==> src/rtl/fibo_stream_monitor.sv <==
// Checks an 8-bit Fibonacci term stream against its recurrence and tags each term.
// Tagged terms are buffered in a small FIFO that drains through a valid/ready port.
module fibo_stream_monitor #(
  parameter int DW    = 8,
  parameter int DEPTH = 4,
  parameter int CNT_W = 8
) (
  input  logic             clk,
  input  logic             rst,
  input  logic             clr,
  input  logic             in_valid,
  input  logic [DW-1:0]    in_data,
  output logic             out_valid,
  input  logic             out_ready,
  output logic [DW-1:0]    out_data,
  output logic [CNT_W-1:0] out_idx,
  output logic [2:0]       out_flags,
  output logic [CNT_W-1:0] err_count,
  output logic             drop_sticky
);

  localparam int AW = (DEPTH > 1) ? $clog2(DEPTH) : 1;
  localparam int EW = CNT_W + 3 + DW;

  typedef enum logic [1:0] {S_IDLE, S_ONE, S_TRACK} state_t;

  state_t           state_reg;
  logic [DW-1:0]    p1_reg, p2_reg;
  logic [CNT_W-1:0] idx_reg, err_reg;
  logic             drop_reg;

  logic [DW:0]      sum;
  logic             wrap, mismatch, seed_err;

  logic [EW-1:0]    mem [DEPTH];
  logic [EW-1:0]    rd_data_reg;
  logic [AW-1:0]    wr_ptr_reg, rd_ptr_reg, rd_ptr_next;
  logic [AW:0]      count_reg;
  logic             out_valid_reg;
  logic             full, push, pop, avail_next;

  // Flags come from the p1/p2 registers before this term updates them.
  always_comb begin
    sum      = {1'b0, p1_reg} + {1'b0, p2_reg};
    wrap     = 1'b0;
    mismatch = 1'b0;
    seed_err = 1'b0;
    case (state_reg)
      S_IDLE:  seed_err = (in_data != '0);
      S_ONE:   seed_err = (in_data != DW'(1));
      default: begin
        mismatch = (in_data != sum[DW-1:0]);
        wrap     = sum[DW];
      end
    endcase
  end

  assign full        = (count_reg == (AW+1)'(DEPTH));
  assign pop         = out_valid_reg & out_ready;
  assign push        = in_valid & ~clr & (~full | pop);
  assign rd_ptr_next = rd_ptr_reg + AW'(pop);
  // Entries written this edge are not yet readable, so they are excluded here.
  assign avail_next  = (count_reg - (AW+1)'(pop)) != '0;

  always_ff @(posedge clk or posedge rst) begin
    if (rst) begin
      state_reg <= S_IDLE;
      p1_reg    <= '0;
      p2_reg    <= '0;
      idx_reg   <= '0;
      err_reg   <= '0;
      drop_reg  <= 1'b0;
    end else if (clr) begin
      state_reg <= S_IDLE;
      p1_reg    <= '0;
      p2_reg    <= '0;
      idx_reg   <= '0;
      err_reg   <= '0;
      drop_reg  <= 1'b0;
    end else if (in_valid) begin
      // The checker always follows received values, dropped terms included.
      p1_reg  <= in_data;
      p2_reg  <= p1_reg;
      idx_reg <= idx_reg + 1'b1;
      if ((mismatch || seed_err) && (err_reg != '1))
        err_reg <= err_reg + 1'b1;
      if (full && !pop)
        drop_reg <= 1'b1;
      case (state_reg)
        S_IDLE:  state_reg <= S_ONE;
        default: state_reg <= S_TRACK;
      endcase
    end
  end

  always_ff @(posedge clk or posedge rst) begin
    if (rst) begin
      wr_ptr_reg    <= '0;
      rd_ptr_reg    <= '0;
      count_reg     <= '0;
      out_valid_reg <= 1'b0;
    end else if (clr) begin
      wr_ptr_reg    <= '0;
      rd_ptr_reg    <= '0;
      count_reg     <= '0;
      out_valid_reg <= 1'b0;
    end else begin
      if (push)
        wr_ptr_reg <= wr_ptr_reg + 1'b1;
      rd_ptr_reg    <= rd_ptr_next;
      out_valid_reg <= avail_next;
      case ({push, pop})
        2'b10:   count_reg <= count_reg + 1'b1;
        2'b01:   count_reg <= count_reg - 1'b1;
        default: count_reg <= count_reg;
      endcase
    end
  end

  // Storage and registered head read stay reset-free so they map onto RAM.
  always_ff @(posedge clk) begin
    if (push)
      mem[wr_ptr_reg] <= {idx_reg, wrap, mismatch, seed_err, in_data};
    rd_data_reg <= mem[rd_ptr_next];
  end

  assign out_valid = out_valid_reg;
  assign {out_idx, out_flags, out_data} = out_valid_reg ? rd_data_reg : '0;
  assign err_count   = err_reg;
  assign drop_sticky = drop_reg;

endmodule

==> config.mk <==
export PLATFORM = sky130hd
export DESIGN_NAME = fibo_stream_monitor
export DESIGN_NICKNAME = d
export VERILOG_FILES = /design/src/rtl/fibo_stream_monitor.sv
export SDC_FILE = /design/constraint.sdc
export NUM_CORES = 1
export LEC_CHECK = 0
export BUFFER_PORTS_ARGS = -buffer_cell sky130_fd_sc_hd__buf_2
export CORE_MARGIN = 2
export CORE_UTILIZATION = 34
export DETAILED_ROUTE_END_ITERATION = 7
export PLACE_DENSITY = 0.53
export SLEW_MARGIN = 25
export SYNTH_ARGS = -nofsm -noshare
export SYNTH_HDL_FRONTEND = slang
export SYNTH_SLANG_ARGS = --single-unit
==> constraint.sdc <==
create_clock -name clk -period 2.5 [get_ports clk]
set_input_delay 0.25 -clock clk [delete_from_list [all_inputs] [get_ports clk]]
set_output_delay 0.25 -clock clk [all_outputs]
set_load 0.03 [all_outputs]
==> results list <==
- Total Routing Usage GR: 13.36%
- The first global-routing pass estimated 18.03 mm of wire.
- Standard cell core area: 16,520 um^2
- Class of the worst hold path: input port to flop
* Congestion Overflow GR: 0
- Effective utilization at floorplan: a little over a third
* Clock H-tree levels: 4
* Critical Path Start Type: flop
- Proportion of netlist area held by the largest area contributor: 39.79%
* Total buffers and inverters traversed by the critical path: 1
- In this run the post-CTS setup repair buffer count came out at 0.
- The critical path is of the flop to flop type.
- Sum of routed wire length over all layers: 10.81 mm
- Count of pins on the block boundary: 42
- For the pin with the worst max-slew slack, the measured transition is roughly 0.57 ns.
- Post-layout minimum cycle time: ~2.7 ns
- The worst setup path is captured at a flop.
- Number of antenna violations at the first check in global routing: 0
* Critical path required time: 2.78 ns
- After layout, the worst setup slack is -0.2143 ns.
- The first routing iteration left 230 violations.
- Reg area: about 3700 um^2
* Most common library cells after synthesis: sky130_fd_sc_hd__edfxtp_1 (76), sky130_fd_sc_hd__dfrtp_1 (43), sky130_fd_sc_hd__nor2_1 (36)
- Counting flops and latches in the post-synthesis netlist gives 138.
* Synth top area cells: sky130_fd_sc_hd__edfxtp_1 (40%), sky130_fd_sc_hd__dfrtp_1 (19%), sky130_fd_sc_hd__mux4_2 (7.5%)
- In the synthesized netlist, the number of instances is between 300 and 400.
- The cell area that synthesis handed to floorplanning was between 5000 and 6000 um^2.
- Chip Height: 133.9 um
* Synthesized area per cell: roughly 15 um^2
- Clock latency on the worst-skew pair: between 0.4 and 0.5 ns
- STA puts the critical path data arrival time at 2.99 ns.
- Per-cell via count in the routed design: 4.766
- In this run, flip-flops and latches consume 41.4% of the power.
- Final hold violations: 0
* Fraction of the yosys area taken by sequential cells: 65.18%
- The number of nets handed over by synthesis was approximately 420.
- On the worst path, the slowest cell contributes a delay of 0.44 ns.
* Die outline area: approximately 18,000 um^2
- In the post-synthesis netlist, the cell with the most instances is sky130_fd_sc_hd__edfxtp_1.
- Count of flip-flops with a built-in enable after synthesis: 76
* Comb pwr share: 18.8%
* Max Freq: 0.3684 GHz
* Multi-input combinational cell area: 1926 um^2
- Die boundary width: 133.9 um
* Vias: between 3,000 and 4,000
* # diodes: 0
* Post-synthesis cell type count: 45
* Largest delay share family, worst path: compound AO/OA/AOI/OAI gates
* Layout Nets: a little under 500
- Accumulated negative setup slack: -1.521 ns
- Detailed Routing Iterations Pass 1: 4
- Yosys printed 0 warnings.
- Max-cap violations: 0
* Most area-hungry cell type in the Yosys netlist: sky130_fd_sc_hd__edfxtp_1
- In this run the core area contains 47 standard-cell rows.
- Worst-case vdd ir drop: 0.5354 mV
* Vias in the first global route: 3,438
* Max FFs per register: 76
- Power spent charging and discharging nets: 1.679 mW
- Power spread over the standard cell area amounts to 941.2 nW/um^2.
- Count of buffers from port buffering: 41
- Sinks on Clock Net: ~140
- The internal power of the cells totals between 4 and 5 mW.
- Setup repair after global routing missed its margin: true
- Switching power as a share of total power: 25.61%
- Filler cells: 1,521
- Once layout is complete, the utilization of the core stands at 42.15%.
* Share of layout cells above drive strength 1: between 20% and 30%
- The count of pins over their slew limit is 0.
- Final setup violating endpoints: 8
- Normalized max-slew margin: 61.89%
- Per report_power, the clock group accounts for between 30% and 40% of the total.
- Synthesis-to-finish area growth: 21.44%
- The flow ran to the end, but the final reports show violations.
- Num CTS Buffers: 17
- Between clock sinks in the finished design, the worst skew comes to 0.007143 ns.
- Critical path's slowest cell: sky130_fd_sc_hd__or4_4
- Clk buf depth: 2
- Leak pwr: 2.821 nW
- Of the available clock period, the critical path in the final layout requires 108.6%.
- The tree is rooted in a sky130_fd_sc_hd__clkbuf_16.
- Antenna-violating nets left: 0
- Predominant post-synthesis flop cell: sky130_fd_sc_hd__edfxtp_1
- TritonCTS built the clock tree.
* CP max FO: 7
- For this run, asynchronously set or reset flops after synthesis account for 31.16%.
- After detailed routing, the number of remaining DRC violations is 0.
- Violated checks: setup timing
- Clk pin slew, worst setup/hold paths: 0.06 ns
- Cell-by-cell listing of the critical path: ha_4, fa_2, a211oi_2, nor2_2, xnor2_1, or4_4, o41ai_4, buf_6, mux2i_1, nor2_1
- Largest net degree at the start of global routing: 43
- Final weighted congestion in routability-driven placement: around 0.74
- HPWL after detailed placement: 6.817 mm
- Final routed wire length divided by cell count: between 15 and 20 um
==> through the flow <==
step | cells | area, um^2 | setup WS [ns] | power [mW] | hold WS (ns)
2_1_floorplan | 391 | 5741 | -0.09248 | 3.646 | 0.3489
3_3_place_gp | 654 | 6305 | -0.1963 | 4.009 | 0.3737
3_5_place_dp | 654 | 6305 | -0.2518 | 4.030 | 0.3897
4_1_cts | 687 | 6947 | -0.2126 | 6.654 | 0.1326
5_1_grt | 688 | 6965 | -0.3266 | 6.858 | 0.1485
6_report | 688 | 6965 | -0.2143 | 6.556 | 0.1420
==> logic make-up (layout without fill, tap and decap cells) <==
logic type	count (synthesis)	after routing	synth area share, %
AOI/OAI and AO/OA	47	47	5.628
xor gates and xnor gates	24	24	3.665
adders and majority gates	18	18	4.188
buffers and inverters	27	104	1.898
DFF	138	138	65.18
muxes	37	37	10.60
and+or+nand+nor	100	100	8.835
==> worst paths after layout <==
| check | start | slack (ns) | end | depth (start not counted) |
|---|---|---|---|---|
| min in group asynchronous | rst | 0.43 | p2_reg[2]$_DFFE_PP0P_ | 3 |
| hold reg to reg | p2_reg[2]$_DFFE_PP0P_ | 0.53 | p2_reg[2]$_DFFE_PP0P_ | 2 |
| setup / recovery | p2_reg[0]$_DFFE_PP0P_ | -0.21 | err_count[1]$_DFFE_PP0P_ | 10 |
| setup reg to reg | p2_reg[0]$_DFFE_PP0P_ | -0.21 | err_count[1]$_DFFE_PP0P_ | 10 |
| max in group asynchronous | rst | 1.46 | state_reg[0]$_DFFE_PP0P_ | 4 |
| hold / removal | in_data[7] | 0.14 | mem[3][7]$_DFFE_PP_ | 1 |
==> per-layer routing <==
| layer | GRT usage (%) | wire length, um | up-vias |
|---|---|---|---|
| li1 | - | - | 1569 |
| met1 | 16.56 | 4965 | 1644 |
| met2 | 22.11 | 5337 | 54 |
| met3 | 3.515 | 329 | 12 |
| met4 | 5.851 | 178 | 0 |
| met5 | 0 | 0 | - |
==> cell usage in the layout (no fill, tap or decap), drive strengths merged, types with 2 or more instances in the layout <==
cell type and n:
inv 12, and3 6, nand4 5, clkinv 2
or4 3, a31oi 4, xor2 11, o21ai 11
clkbuf 25, or3 6, nor3 4, xnor2 13
fa 2, o31ai 2, ha 16, nor2b 2
dfxtp 19, mux2i 18, a21oi 18, nand2 11
nor2 37, bufinv 4, nand3 4, edfxtp 76
and2 20, buf 59, mux4 19, dfrtp 43
==> power by group through the flow <==
stage	clock network, mW	registers, mW	logic [mW]
global route	2.77	2.74	1.35
CTS	2.66	2.72	1.28
finish	2.61	2.71	1.23
global placement	0	2.75	1.26
detailed placement	0	2.76	1.27
floorplan	0	2.76	0.883
==> cell type report <==
class	instances	area share, %
flip-flops and latches	138	53.67
multi-input cells	226	27.65
clock buffers	25	6.826
repair buffers	60	5.227
well taps	220	3.952
clock inverters	7	2.030
inverters	12	0.6467
==> timing repair <==
item / CTS / global route
hold buffers: 1 / 0
pin swaps: 5 / 1
cloned: 0 / 1
hold endpoints to repair: 22 / 0
endpoints found under the setup margin: 12 / 12
gates resized for setup: 3 / 2
Note: power is estimated with default switching activity, not from simulation.
